[src/rtl/seven_seg_pkg.sv]
// Shared constants and helpers for the seven-segment scan controller.
package seven_seg_pkg;
  localparam int BCD_W              = 4;
  localparam int DEFAULT_NUM_DIGITS = 4;
  // Widest supported display is 8 digits; slice to NUM_DIGITS where used.
  localparam logic [7:0] ANODES_OFF = 8'hFF;

  // Width of the digit index register for an n-digit display.
  function automatic int idx_w(input int n);
    return (n <= 1) ? 1 : $clog2(n);
  endfunction
endpackage

[src/rtl/seven_seg_tick_gen.sv]
// Slot prescaler: counts 0..PRESCALE-1 while enabled and flags the first
// (slot_start) and last (slot_end) cycle of every digit slot.
module seven_seg_tick_gen #(
  parameter int PRESCALE = 100000
) (
  input  logic clk,
  input  logic rst_n,
  input  logic enable,
  output logic slot_start,
  output logic slot_end
);
  localparam int CW = $clog2(PRESCALE);
  localparam logic [CW-1:0] TERM = CW'(PRESCALE - 1);

  logic [CW-1:0] cnt;

  // Free-running slot counter, held at zero while the display is disabled.
  always_ff @(posedge clk or negedge rst_n) begin
    if (!rst_n) begin
      cnt <= '0;
    end else if (!enable || (cnt == TERM)) begin
      cnt <= '0;
    end else begin
      cnt <= cnt + 1'b1;
    end
  end

  assign slot_start = enable && (cnt == '0);
  assign slot_end   = enable && (cnt == TERM);
endmodule

[src/rtl/seven_seg_scanner.sv]
// Time-multiplexed scan controller for a common-anode 7-segment display.
// Holds the displayed (active) value plus one pending value; the pending
// value is promoted only at a frame boundary so a number never tears.
//
// Load handshake: a transfer happens on a clock edge where load_valid and
// load_ready are both 1. load_ready is 1 exactly when the pending slot is
// empty; a source seeing load_ready=0 must hold load_valid and its data.
module seven_seg_scanner
  import seven_seg_pkg::*;
#(
  parameter int NUM_DIGITS    = DEFAULT_NUM_DIGITS,
  parameter int PRESCALE      = 100000,
  parameter int BLANK_LEADING = 1
) (
  input  logic                        clk,
  input  logic                        rst_n,
  input  logic                        enable,
  input  logic                        load_valid,
  output logic                        load_ready,
  input  logic [BCD_W*NUM_DIGITS-1:0] load_value,
  input  logic [NUM_DIGITS-1:0]       load_dp,
  output logic [BCD_W-1:0]            digit_code,
  output logic                        dp_out,
  output logic [NUM_DIGITS-1:0]       anode_n,
  output logic                        frame_tick
);
  localparam int IW = idx_w(NUM_DIGITS);
  localparam logic [IW-1:0] LAST_IDX = IW'(NUM_DIGITS - 1);

  logic                        slot_start;
  logic                        slot_end;
  logic [IW-1:0]               idx;
  logic [BCD_W*NUM_DIGITS-1:0] active_val;
  logic [BCD_W*NUM_DIGITS-1:0] pend_val;
  logic [NUM_DIGITS-1:0]       active_dp;
  logic [NUM_DIGITS-1:0]       pend_dp;
  logic                        pend_full;
  logic [NUM_DIGITS-1:0]       blank_mask;
  logic [NUM_DIGITS-1:0]       one_hot;
  logic                        upper_zero;
  logic                        last_digit;
  logic                        frame_end;
  logic                        accept;
  logic                        cur_lit;
  logic [BCD_W-1:0]            cur_code;

  seven_seg_tick_gen #(
    .PRESCALE (PRESCALE)
  ) u_tick (
    .clk        (clk),
    .rst_n      (rst_n),
    .enable     (enable),
    .slot_start (slot_start),
    .slot_end   (slot_end)
  );

  assign last_digit = (idx == LAST_IDX);
  assign frame_end  = slot_end && last_digit;
  assign load_ready = !pend_full;
  assign accept     = load_valid && !pend_full;
  assign one_hot    = {{(NUM_DIGITS-1){1'b0}}, 1'b1} << idx;
  assign cur_code   = active_val[BCD_W*int'(idx) +: BCD_W];
  // The guard cycle (slot_start) keeps all anodes off to avoid ghosting.
  assign cur_lit    = enable && !slot_start && !blank_mask[idx];

  // Leading-zero mask: digit i>0 is blank when it and every higher nibble is 0.
  always_comb begin
    blank_mask = '0;
    upper_zero = 1'b1;
    for (int i = NUM_DIGITS - 1; i >= 1; i--) begin
      upper_zero    = upper_zero && (active_val[BCD_W*i +: BCD_W] == '0);
      blank_mask[i] = (BLANK_LEADING != 0) && upper_zero;
    end
  end

  // Digit index: advances at each slot end, restarts at 0 when disabled.
  always_ff @(posedge clk or negedge rst_n) begin
    if (!rst_n) begin
      idx <= '0;
    end else if (!enable) begin
      idx <= '0;
    end else if (slot_end) begin
      idx <= last_digit ? '0 : idx + 1'b1;
    end
  end

  // Pending/active value registers and the load handshake.
  always_ff @(posedge clk or negedge rst_n) begin
    if (!rst_n) begin
      active_val <= '0;
      active_dp  <= '0;
      pend_val   <= '0;
      pend_dp    <= '0;
      pend_full  <= 1'b0;
    end else begin
      if (pend_full && (frame_end || !enable)) begin
        active_val <= pend_val;
        active_dp  <= pend_dp;
        pend_full  <= 1'b0;
      end
      if (accept) begin
        pend_val  <= load_value;
        pend_dp   <= load_dp;
        pend_full <= 1'b1;
      end
    end
  end

  // Registered display outputs for the current slot.
  always_ff @(posedge clk or negedge rst_n) begin
    if (!rst_n) begin
      anode_n    <= ANODES_OFF[NUM_DIGITS-1:0];
      digit_code <= '0;
      dp_out     <= 1'b0;
      frame_tick <= 1'b0;
    end else begin
      anode_n    <= cur_lit ? ~one_hot : ANODES_OFF[NUM_DIGITS-1:0];
      digit_code <= enable ? cur_code : active_val[BCD_W-1:0];
      dp_out     <= cur_lit && active_dp[idx];
      frame_tick <= frame_end;
    end
  end
endmodule

[config.mk]
export PLATFORM = sky130hd
export DESIGN_NAME = seven_seg_scanner
export DESIGN_NICKNAME = d
export VERILOG_FILES = /design/src/rtl/seven_seg_pkg.sv /design/src/rtl/seven_seg_tick_gen.sv /design/src/rtl/seven_seg_scanner.sv
export SDC_FILE = /design/constraint.sdc
export NUM_CORES = 1
export LEC_CHECK = 0
export CAP_MARGIN = 20
export CORE_UTILIZATION = 62
export CTS_BUF_LIST = sky130_fd_sc_hd__clkbuf_4
export DETAILED_ROUTE_END_ITERATION = 10
export HOLD_SLACK_MARGIN = 0.15
export PLACE_DENSITY = 0.86
export SLEW_MARGIN = 10
export SYNTH_ARGS = -nofsm -noshare
export SYNTH_HDL_FRONTEND = slang
export SYNTH_SLANG_ARGS = --single-unit
[constraint.sdc]
create_clock -name clk -period 3.3 [get_ports clk]
set_clock_uncertainty 0.05 [all_clocks]
set_input_delay 0.66 -clock clk [delete_from_list [all_inputs] [get_ports clk]]
set_output_delay 0.66 -clock clk [all_outputs]
set_load 0.05 [all_outputs]
==> results.ini, run 1 <==
[power_and_ir_drop]
clkPwrFrac=0.259
p_sw_frac=0.2752
p_comb_frac=0.219
p_int_mw=1.642
switchingPower_mw=0.6234
p_seq_frac=0.522
p_leak_nw=1.518
cellPowerDensity_nw_per_um2=618.0
peakVddDrop_uv=480.4

[critical_path]
worstPathRequired_ps=3520
cp_data_arrival_time_ps=2770
critPathLaunchType=register
r2r_cells=5
cp_slowest_cell=o32ai_4
crit_chain=ha_1, and4_4, nand4_4, o32ai_4, mux2_2
cp-end-kind=register
r2r_slack_ps=750
reg2reg_from=u_tick.cnt[0]$_DFF_PN0_
crit_type=reg2reg
rr_endpoint=active_dp[0]$_DFFE_PN0P_
critPathBufInv=0
cpPeakStageDelay_ps=860
cp_top_family=compound AO/OA/AOI/OAI gates
crit_fanout=21

[floorplan]
die_y_um=72.68
start_util=0.6513
io_pins=35
row_count=25
coreArea_um2=4755
die_x_um=72.68
die_area_um2=5282

[clocking]
h-tree-depth=3
numCtsBuffers=9
numClockSinks=70
tritoncts=done
clk_path_buf_depth=2
cts_resized=0
clkLatencyLatePin_ps=380
post_cts_buffers=0
clkTransAtPathRegs_ps=100
clock-root-buffer=clkbuf_4
hold_buffers=0

[yosys]
synth.largest_area_cell=dfrtp_1
ys_seq_elements=70
netlist_instances=245
synth_top_area_frac=0.5333
synth_warnings=0
async_flop_share=1.000
avgSynthCellArea_um2=12.64
ys_types=39
syn_nets=275
synth-main-ff-cell=dfrtp_1
synth_area_leaders=dfrtp_1, mux2_2, dfstp_2
synth-edff-count=0
netlist_area_um2=3097
synth_seq_area_share=0.5673

[detailed_routing]
vias_per_cell=5.610
num_vias=2014
ant_nets=0
dr.pass1.iters=4
drtIter0Drc=167
routed_wl_um=5375
post_drt_wl_per_cell_um=14.97
drc=0

[placement]
dp_hpwl_um=3851
dp_cells=342
place_congestion=0.8452
io_buffer_count=34

[sta]
min_period_over_period=0.7726
final.setup.tns_ps=0
rsz0062_at_grt=false
slew_headroom=0.3470
finalSetupViolations=0
finalHoldViolations=0
tightest_slew_ps=979.6
max_freq_ghz=0.3922
period_needed_ps=2550
finalMaxSlewViolations=0

[global_routing]
grt_max_degree=27
grt_use_total=0.2403
overflow=0
grt_pass1_wl_um=9349
grt_pass1_vias=1936
antenna_found_initial=0

[flow_run]
drv_cap=0

[outcome]
outcome=completed

[layout]
stdcell_count=359
nNetsFinal=317
antenna_cells=0
area_growth_pct=18.38
n_fill_cell=329
layout-drive-gt1-share=0.2671

[worst_hold_path]
hp-class=in2async

kinds of logic (layout without fill, tap and decap cells):
group | count (synthesis) | count (layout) | synth area share
fa+ha+maj | 6 | 6 | 0.02424
simple gates | 72 | 72 | 0.1265
mux | 47 | 47 | 0.1737
xor+xnor | 13 | 13 | 0.03677
buf+inv | 17 | 64 | 0.02707
flops | 70 | 70 | 0.5673
compound gates | 20 | 20 | 0.04444
synthesized netlist by cell type, drive strengths merged (3+ instances only):
| library cell | number |
|---|---|
| a21oi | 7 |
| buf | 6 |
| clkbuf | 3 |
| dfrtp | 66 |
| dfstp | 4 |
| ha | 6 |
| inv | 8 |
| mux2 | 44 |
| nand2 | 11 |
| nand3 | 5 |
| nand4 | 8 |
| nor2 | 20 |
| nor3 | 8 |
| nor4 | 5 |
| o21ai | 3 |
| o22ai | 8 |
| xnor2 | 8 |
| xor2 | 5 |
cell usage in the layout (no fill, tap or decap), types with 2 or more instances in the layout:
cell type        count
nand3b_1             2
ha_1                 6
nor2_1              20
nand2_1             11
or3_1                2
clkbuf_4            11
nand4_1              7
clkdlybuf4s50_1     33
o21ai_1              2
nor4_1               5
nand3_1              5
dfrtp_1             66
a21oi_1              7
xor2_1               5
mux2_2              44
dfstp_2              4
bufinv_16            2
clkinv_2             2
mux2i_1              2
inv_1                8
nor3_1               8
buf_4                6
o22ai_1              8
and3_1               2
xnor2_1              8
registers in the layout (all words and copies together), names as in the netlist:
register / count
u_tick.cnt: 17
active_val: 16
pend_val: 16
active_dp: 4
anode_n: 4
digit_code: 4
pend_dp: 4
idx: 2
dp_out: 1
frame_tick: 1
pend_full: 1
worst max path at each step:
stage / startpoint / end / slack, ps / cells past startpoint
6_report: u_tick.cnt[0]$_DFF_PN0_ / active_dp[0]$_DFFE_PN0P_ / 750 / 5
2_1_floorplan: u_tick.cnt[0]$_DFF_PN0_ / active_dp[3]$_DFFE_PN0P_ / 1340 / 6
5_1_grt: u_tick.cnt[0]$_DFF_PN0_ / active_val[15]$_DFFE_PN0P_ / 580 / 5
3_3_place_gp: u_tick.cnt[0]$_DFF_PN0_ / active_val[2]$_DFFE_PN0P_ / 890 / 5
3_5_place_dp: u_tick.cnt[0]$_DFF_PN0_ / active_val[6]$_DFFE_PN0P_ / 760 / 5
4_1_cts: u_tick.cnt[0]$_DFF_PN0_ / active_dp[0]$_DFFE_PN0P_ / 730 / 5
power groups by stage:
stage / clock network [mW] / registers (mW) / logic, mW
finish: 0.587 / 1.18 / 0.495
global route: 0.645 / 1.21 / 0.532
CTS: 0.600 / 1.18 / 0.500
detailed placement: 0 / 1.20 / 0.497
global placement: 0 / 1.19 / 0.483
floorplan: 0 / 1.24 / 0.278
metrics by stage:
| stage | utilization | instance area (um2) | total power [mW] | hold WS (ps) | setup WS [ps] |
|---|---|---|---|---|---|
| CTS | 0.7695 | 3659 | 2.281 | 157.2 | 726.3 |
| global route | 0.7711 | 3666 | 2.383 | 170.8 | 578.8 |
| finish | 0.7711 | 3666 | 2.266 | 162.6 | 750.3 |
| global placement | 0.7366 | 3502 | 1.671 | 438.9 | 885.5 |
| detailed placement | 0.7366 | 3502 | 1.696 | 442.8 | 755.9 |
| floorplan | - | 3097 | 1.517 | 314.4 | 1342 |
routing by layer:
metal | part of all wire | GRT usage
met1 | 0.47 | 0.3545
met2 | 0.47 | 0.3396
met3 | 0.045 | 0.05110
met4 | 0.018 | 0.1198
met5 | 0 | 0
final cells by class:
| cell class | instances | area (um2) | share of cell area |
|---|---|---|---|
| repair buffers | 40 | 380.4 | 0.1038 |
| clock buffers | 11 | 82.58 | 0.02253 |
| multi-input cells | 158 | 1259 | 0.3433 |
| well taps | 67 | 83.83 | 0.02287 |
| clock inverters | 5 | 73.82 | 0.02014 |
| inverters | 8 | 30.03 | 0.008191 |
| flip-flops and latches | 70 | 1757 | 0.4792 |
Note: power is estimated with default switching activity, not from simulation.
==> run 2: changes to the inputs <==
Settings changed: CORE_UTILIZATION 62 to 52, PLACE_DENSITY 0.86 to 0.77.
Clock period 3.3 ns to 2.25 ns, I/O delays scaled along.
==> run 2 against run 1 <==
Compared with the run above: critical path type unchanged; register-to-register slack lost 610 ps; hold slack gained 300 ps; combinational power grew 48%; global-route usage shrank 3.6 points; critical endpoint is now active_val[3]$_DFFE_PN0P_; via count shrank 0.99%; setup slack lost 610 ps; power grew 39%.
==> results.ini, run 2 (synthesized netlist as in run 1, its figures left out) <==
[worst_hold_path]
min_to=pend_val[15]$_DFFE_PN0P_
hold_depth=1
hp-start=pend_val[15]$_DFFE_PN0P_
hp-class=reg2reg

[layout]
largestRegisters=u_tick.cnt (17), active_val (16), pend_val (16)
fin_util=0.6571  ; -0.1140
mostFrequentLayoutCells=dfrtp_1, mux2_2, clkdlybuf4s50_1
final_area_um2=3685  ; +0.51%
largest-register=u_tick.cnt
layout_commonest_cell=dfrtp_1
antenna_cells=0  ; unchanged
nNetsFinal=318  ; +0.32%
largest_reg_flops=17  ; unchanged
layout-drive-gt1-share=0.2662  ; -0.0009117
area_growth_pct=18.99

[placement]
dp_hpwl_um=3872  ; +0.53%
place_congestion=0.8435  ; -0.20%
io_buffer_count=34  ; unchanged
placed_area_um2=3551  ; +1.4%

[detailed_routing]
routed_wl_um=5499  ; +2.3%
num_vias=1994  ; -0.99%
dr.pass1.iters=4  ; unchanged
drc=0  ; unchanged
post_drt_wl_per_cell_um=15.07  ; +0.63%
ant_nets=0  ; unchanged
drtIter0Drc=105  ; -37%
vias_per_cell=5.463  ; -2.6%

[sta]
finalMaxSlewViolations=0  ; unchanged
period_needed_ps=2107  ; -442.9 ps
tightest_slew_ps=659.0  ; -320.6 ps
rsz0062_at_grt=false
finalSetupViolations=0  ; unchanged
slew_headroom=0.5606  ; +0.2137
min_period_over_period=0.9363  ; +0.1637
finalHoldViolations=0  ; unchanged
max_freq_ghz=0.4747  ; +21%
worst_hold_slack_ps=463.0  ; +300.4 ps

[critical_path]
cp-end-kind=register
r2r_cells=6  ; +1
cp_top_family=flip-flops
r2r_slack_ps=140  ; -610 ps
cpPeakStageDelay_ps=430  ; -430 ps
crit_type=reg2reg
critPathBufInv=1  ; +1
worstPathRequired_ps=2500  ; -1020 ps
crit_fanout=21  ; unchanged
reg2reg_from=u_tick.cnt[0]$_DFF_PN0_
critPathLaunchType=register
cp_slowest_cell=dfrtp_1
cp_data_arrival_time_ps=2350  ; -420 ps
rr_endpoint=active_val[3]$_DFFE_PN0P_
crit_chain=ha_1, and4_4, nand4_4, o32ai_4, buf_12, mux2_2

[clocking]
clk_path_buf_depth=2  ; unchanged
clkLatencyLatePin_ps=400  ; +20 ps
h-tree-depth=3  ; unchanged
clock-root-buffer=clkbuf_4
clkTransAtPathRegs_ps=100  ; about the same
numClockSinks=70  ; unchanged
post_cts_buffers=0  ; unchanged
numCtsBuffers=9  ; unchanged
tritoncts=done

[power_and_ir_drop]
peakVddDrop_uv=507.3  ; +5.6%
p_leak_nw=1.521  ; +0.18%
cellPowerDensity_nw_per_um2=852.7  ; +38%

[outcome]
outcome=completed

[floorplan]
die_y_um=79.17  ; +8.9%
start_util=0.5522  ; -0.09911
die_x_um=79.17  ; +8.9%
coreArea_um2=5608  ; +18%
die_area_um2=6268  ; +19%
row_count=27  ; +8.0%
io_pins=35  ; unchanged

[global_routing]
grt_max_degree=71  ; +160%
grt_pass1_wl_um=9577  ; +2.4%
grt_pass1_vias=2001  ; +3.4%
overflow=0  ; unchanged
grt_use_total=0.2039  ; -0.03640
antenna_found_initial=0  ; unchanged

[flow_run]
drv_cap=0  ; unchanged

-- run 2: worst max path at each step --
| stage | slack, ps | end | from | cells past startpoint |
|---|---|---|---|---|
| finish | 140 | active_val[3]$_DFFE_PN0P_ | u_tick.cnt[0]$_DFF_PN0_ | 6 |
| global route | 60 | active_dp[1]$_DFFE_PN0P_ | u_tick.cnt[0]$_DFF_PN0_ | 6 |
| CTS | 10 | anode_n[3] | anode_n[3]$_DFF_PN1_ | 1 |
| detailed placement | -40 | u_tick.cnt[3]$_DFF_PN0_ | u_tick.cnt[0]$_DFF_PN0_ | 5 |
| global placement | 50 | u_tick.cnt[7]$_DFF_PN0_ | u_tick.cnt[0]$_DFF_PN0_ | 5 |
| floorplan | 290 | active_dp[3]$_DFFE_PN0P_ | u_tick.cnt[0]$_DFF_PN0_ | 6 |
-- run 2: worst reg2reg max path, cell delays in order, from the launching register on --
cell	delay, ps
dfrtp_1	430
ha_1	250
and4_4	260
nand4_4	130
o32ai_4	320
buf_12	210
mux2_2	360
-- run 2: power breakdown --
| part | switching, mW | internal, mW | total, mW |
|---|---|---|---|
| Sequential | 0.185 | 1.55 | 1.73 |
| Clock | 0.403 | 0.271 | 0.674 |
| Combinational | 0.335 | 0.400 | 0.735 |
-- run 2: layer usage --
layer | track usage | vias to the layer above | part of all wire | wire length, um
li1 | - | 963 | - | -
met1 | 0.2770 | 972 | 0.46 | 2556
met2 | 0.3129 | 52 | 0.48 | 2651
met3 | 0.04483 | 7 | 0.039 | 214
met4 | 0.09273 | 0 | 0.014 | 76
met5 | 0 | - | 0 | 0
-- run 2: layout make-up --
class                           count  area [um2]
Sequential cell                    70        1757
Inverter                            8       30.03
Tap cell                           72       90.09
Fill cell                         453        1923
Multi-Input combinational cell    158        1260
Clock inverter                      3       13.76
Clock buffer                       13       97.59
Timing Repair Buffer               41       436.7
-- run 2: stage by stage --
| step | std cells | setup WS, ps | TNS, ps | power (mW) |
|---|---|---|---|---|
| floorplan | 245 | 291.9 | 0 | 2.225 |
| global placement | 348 | 52.83 | 0 | 2.474 |
| detailed placement | 348 | -36.25 | -65.35 | 2.506 |
| CTS | 365 | 12.82 | 0 | 3.176 |
| global route | 365 | 56.87 | 0 | 3.321 |
| finish | 365 | 143.3 | 0 | 3.142 |
-- run 2: timing repair --
action	in CTS	in global routing
endpoints found under the setup margin	10	4
hold endpoints to repair	66	0
pin swaps	0	0
resized for setup	2	4
hold buffers	1	0
==> run 3: changes to the inputs <==
Settings changed: CORE_MARGIN from default to 10, REMOVE_ABC_BUFFERS from default to 1.
==> run 3 against run 2 <==
Compared with the run above: global-route usage fell by 7.6 points; power is 8.3% higher; via count is 0.70% lower; sequential share of layout area shrank 0.56 points; non-clock buffer count rose by 1; wire length rose by 5.5%; die area grew 51%; critical endpoint is now dp_out.
==> results.ini, run 3 (synthesized netlist as in run 1, its figures left out) <==
[critical_path]
crit_type=reg2out
critPathBufInv=1  ; unchanged
cp-end-kind=primary output
cpPeakStageDelay_ps=810  ; +380 ps
rr_endpoint=active_val[9]$_DFFE_PN0P_
crit_chain=clkdlybuf4s50_1
critPathLaunchType=register
r2r_cells=6  ; unchanged
cp_data_arrival_time_ps=1580  ; -770 ps
worstPathRequired_ps=1750  ; -750 ps
cp_top_family=buffers and inverters
reg2reg_from=u_tick.cnt[0]$_DFF_PN0_
crit_fanout=1  ; -95%
cp_slowest_cell=clkdlybuf4s50_1
r2r_slack_ps=170  ; +30 ps

[clocking]
numClockSinks=70  ; unchanged
clkTransAtPathRegs_ps=120  ; +20 ps
clk_path_buf_depth=2  ; unchanged
tritoncts=done
clkLatencyLatePin_ps=400  ; about the same
post_cts_buffers=0  ; unchanged
h-tree-depth=3  ; unchanged
numCtsBuffers=9  ; unchanged
clock-root-buffer=clkbuf_4

[layout]
area_growth_pct=20.40
largestRegisters=u_tick.cnt (17), active_val (16), pend_val (16)
layout_commonest_cell=dfrtp_1
mostFrequentLayoutCells=dfrtp_1, mux2_2, clkdlybuf4s50_1
antenna_cells=0  ; unchanged
largest_reg_flops=17  ; unchanged
largest-register=u_tick.cnt
layout-drive-gt1-share=0.2789  ; +0.01270
nNetsFinal=319  ; +0.31%

[power_and_ir_drop]
switchingPower_mw=0.9941  ; +7.8%
p_sw_frac=0.2921  ; -0.001403
peakVddDrop_uv=635.2  ; +25%
p_comb_frac=0.217  ; -0.017
clkPwrFrac=0.274  ; +0.059
p_seq_frac=0.508  ; -0.044
cellPowerDensity_nw_per_um2=912.9  ; +7.1%
p_int_mw=2.410  ; +8.5%
p_leak_nw=1.531  ; +0.69%

[detailed_routing]
routed_wl_um=5799  ; +5.5%
vias_per_cell=5.366  ; -1.8%
dr.pass1.iters=4  ; unchanged
ant_nets=0  ; unchanged
post_drt_wl_per_cell_um=15.72  ; +4.3%
drtIter0Drc=116  ; +10%
drc=0  ; unchanged
num_vias=1980  ; -0.70%

[floorplan]
coreArea_um2=5851  ; +4.3%
die_y_um=97.17  ; +23%
die_x_um=97.17  ; +23%
start_util=0.5293  ; -0.02291
die_area_um2=9442  ; +51%
io_pins=35  ; unchanged
row_count=28  ; +3.7%

[global_routing]
antenna_found_initial=0  ; unchanged
grt_pass1_wl_um=10010  ; +4.5%
grt_use_total=0.1280  ; -0.07593
grt_max_degree=54  ; -24%
grt_pass1_vias=2057  ; +2.8%
overflow=0  ; unchanged

[placement]
place_congestion=0.7874  ; -6.7%
pre_cts_ws_ps=-9.779  ; +26.47 ps
io_buffer_count=34  ; unchanged
dp_hpwl_um=4193  ; +8.3%

[sta]
min_period_over_period=0.9247  ; -0.01167
finalHoldViolations=0  ; unchanged
slew_headroom=0.5624  ; +0.001820
finalMaxSlewViolations=0  ; unchanged
tightest_slew_ps=656.3  ; -2.730 ps
worst_slack_ps=169.5  ; +26.27 ps
rsz0062_at_grt=false
finalSetupViolations=0  ; unchanged
max_freq_ghz=0.4807  ; +1.3%
period_needed_ps=2080  ; -26.26 ps
final.setup.tns_ps=0  ; unchanged

[flow_run]
drv_cap=0  ; unchanged

[worst_hold_path]
hp-class=in2async

[outcome]
outcome=completed

==> run 3: changes by cell type in the layout (fill, tap and decap cells not counted), sizes merged, moves of 3 or more <==
cell	previous run	this run
inv	8	11
clkbuf	13	9
dlygate4sd2	1	4
dlymetal6s2s	4	0
==> run 3: what timing repair did <==
action / CTS / global route
hold buffers: 1 / 0
gates resized for setup: 5 / 0
endpoints found under the setup margin: 10 / 0
endpoints found under the hold margin: 17 / 0
==> run 3: how the worst max path moves through the flow <==
stage	startpoint	end	slack, ps	depth (start not counted)
floorplan	u_tick.cnt[0]$_DFF_PN0_	active_dp[0]$_DFFE_PN0P_	30	5
global placement	u_tick.cnt[0]$_DFF_PN0_	u_tick.cnt[3]$_DFF_PN0_	70	5
CTS	dp_out$_DFF_PN0_	dp_out	130	1
finish	dp_out$_DFF_PN0_	dp_out	170	1
global route	u_tick.cnt[0]$_DFF_PN0_	active_val[9]$_DFFE_PN0P_	50	6
detailed placement	u_tick.cnt[0]$_DFF_PN0_	u_tick.cnt[12]$_DFF_PN0_	-10	5
==> run 3: cell type report <==
cell class,instances,area (um2)
Fill cell,449,2122
Sequential cell,70,1757
Multi-Input combinational cell,158,1262
Timing Repair Buffer,42,415.4
Clock inverter,7,102.6
Tap cell,75,93.84
Clock buffer,9,67.56
Inverter,8,30.03
==> run 3: power by group through the flow <==
stage               Clock (mW)  Combinational [mW]  Sequential (mW)
finish                   0.934               0.740             1.73
global route              1.02               0.799             1.77
CTS                      0.952               0.749             1.73
detailed placement           0               0.745             1.76
global placement             0               0.727             1.74
floorplan                    0               0.391             1.82
==> run 3: metal layers <==
metal | track usage | wire length, um | part of all wire | vias up
met1 | 0.1705 | 2810 | 0.48 | 978
li1 | - | - | - | 963
met2 | 0.1872 | 2739 | 0.47 | 34
met4 | 0.04427 | 37 | 0.0064 | 0
met5 | 0 | 0 | 0 | -
met3 | 0.04481 | 212 | 0.037 | 5
==> run 3: through the flow <==
stage	instance area [um2]	total power [mW]	util	hold slack (ps)	std cells
6_report	3729	3.404	0.6373	456.8	369
5_1_grt	3729	3.590	0.6373	467.1	369
4_1_cts	3729	3.434	0.6373	453.7	369
3_5_place_dp	3550	2.501	0.6067	364.5	352
3_3_place_gp	3550	2.467	0.6067	354.2	352
2_1_floorplan	3043	2.209	-	104.4	236
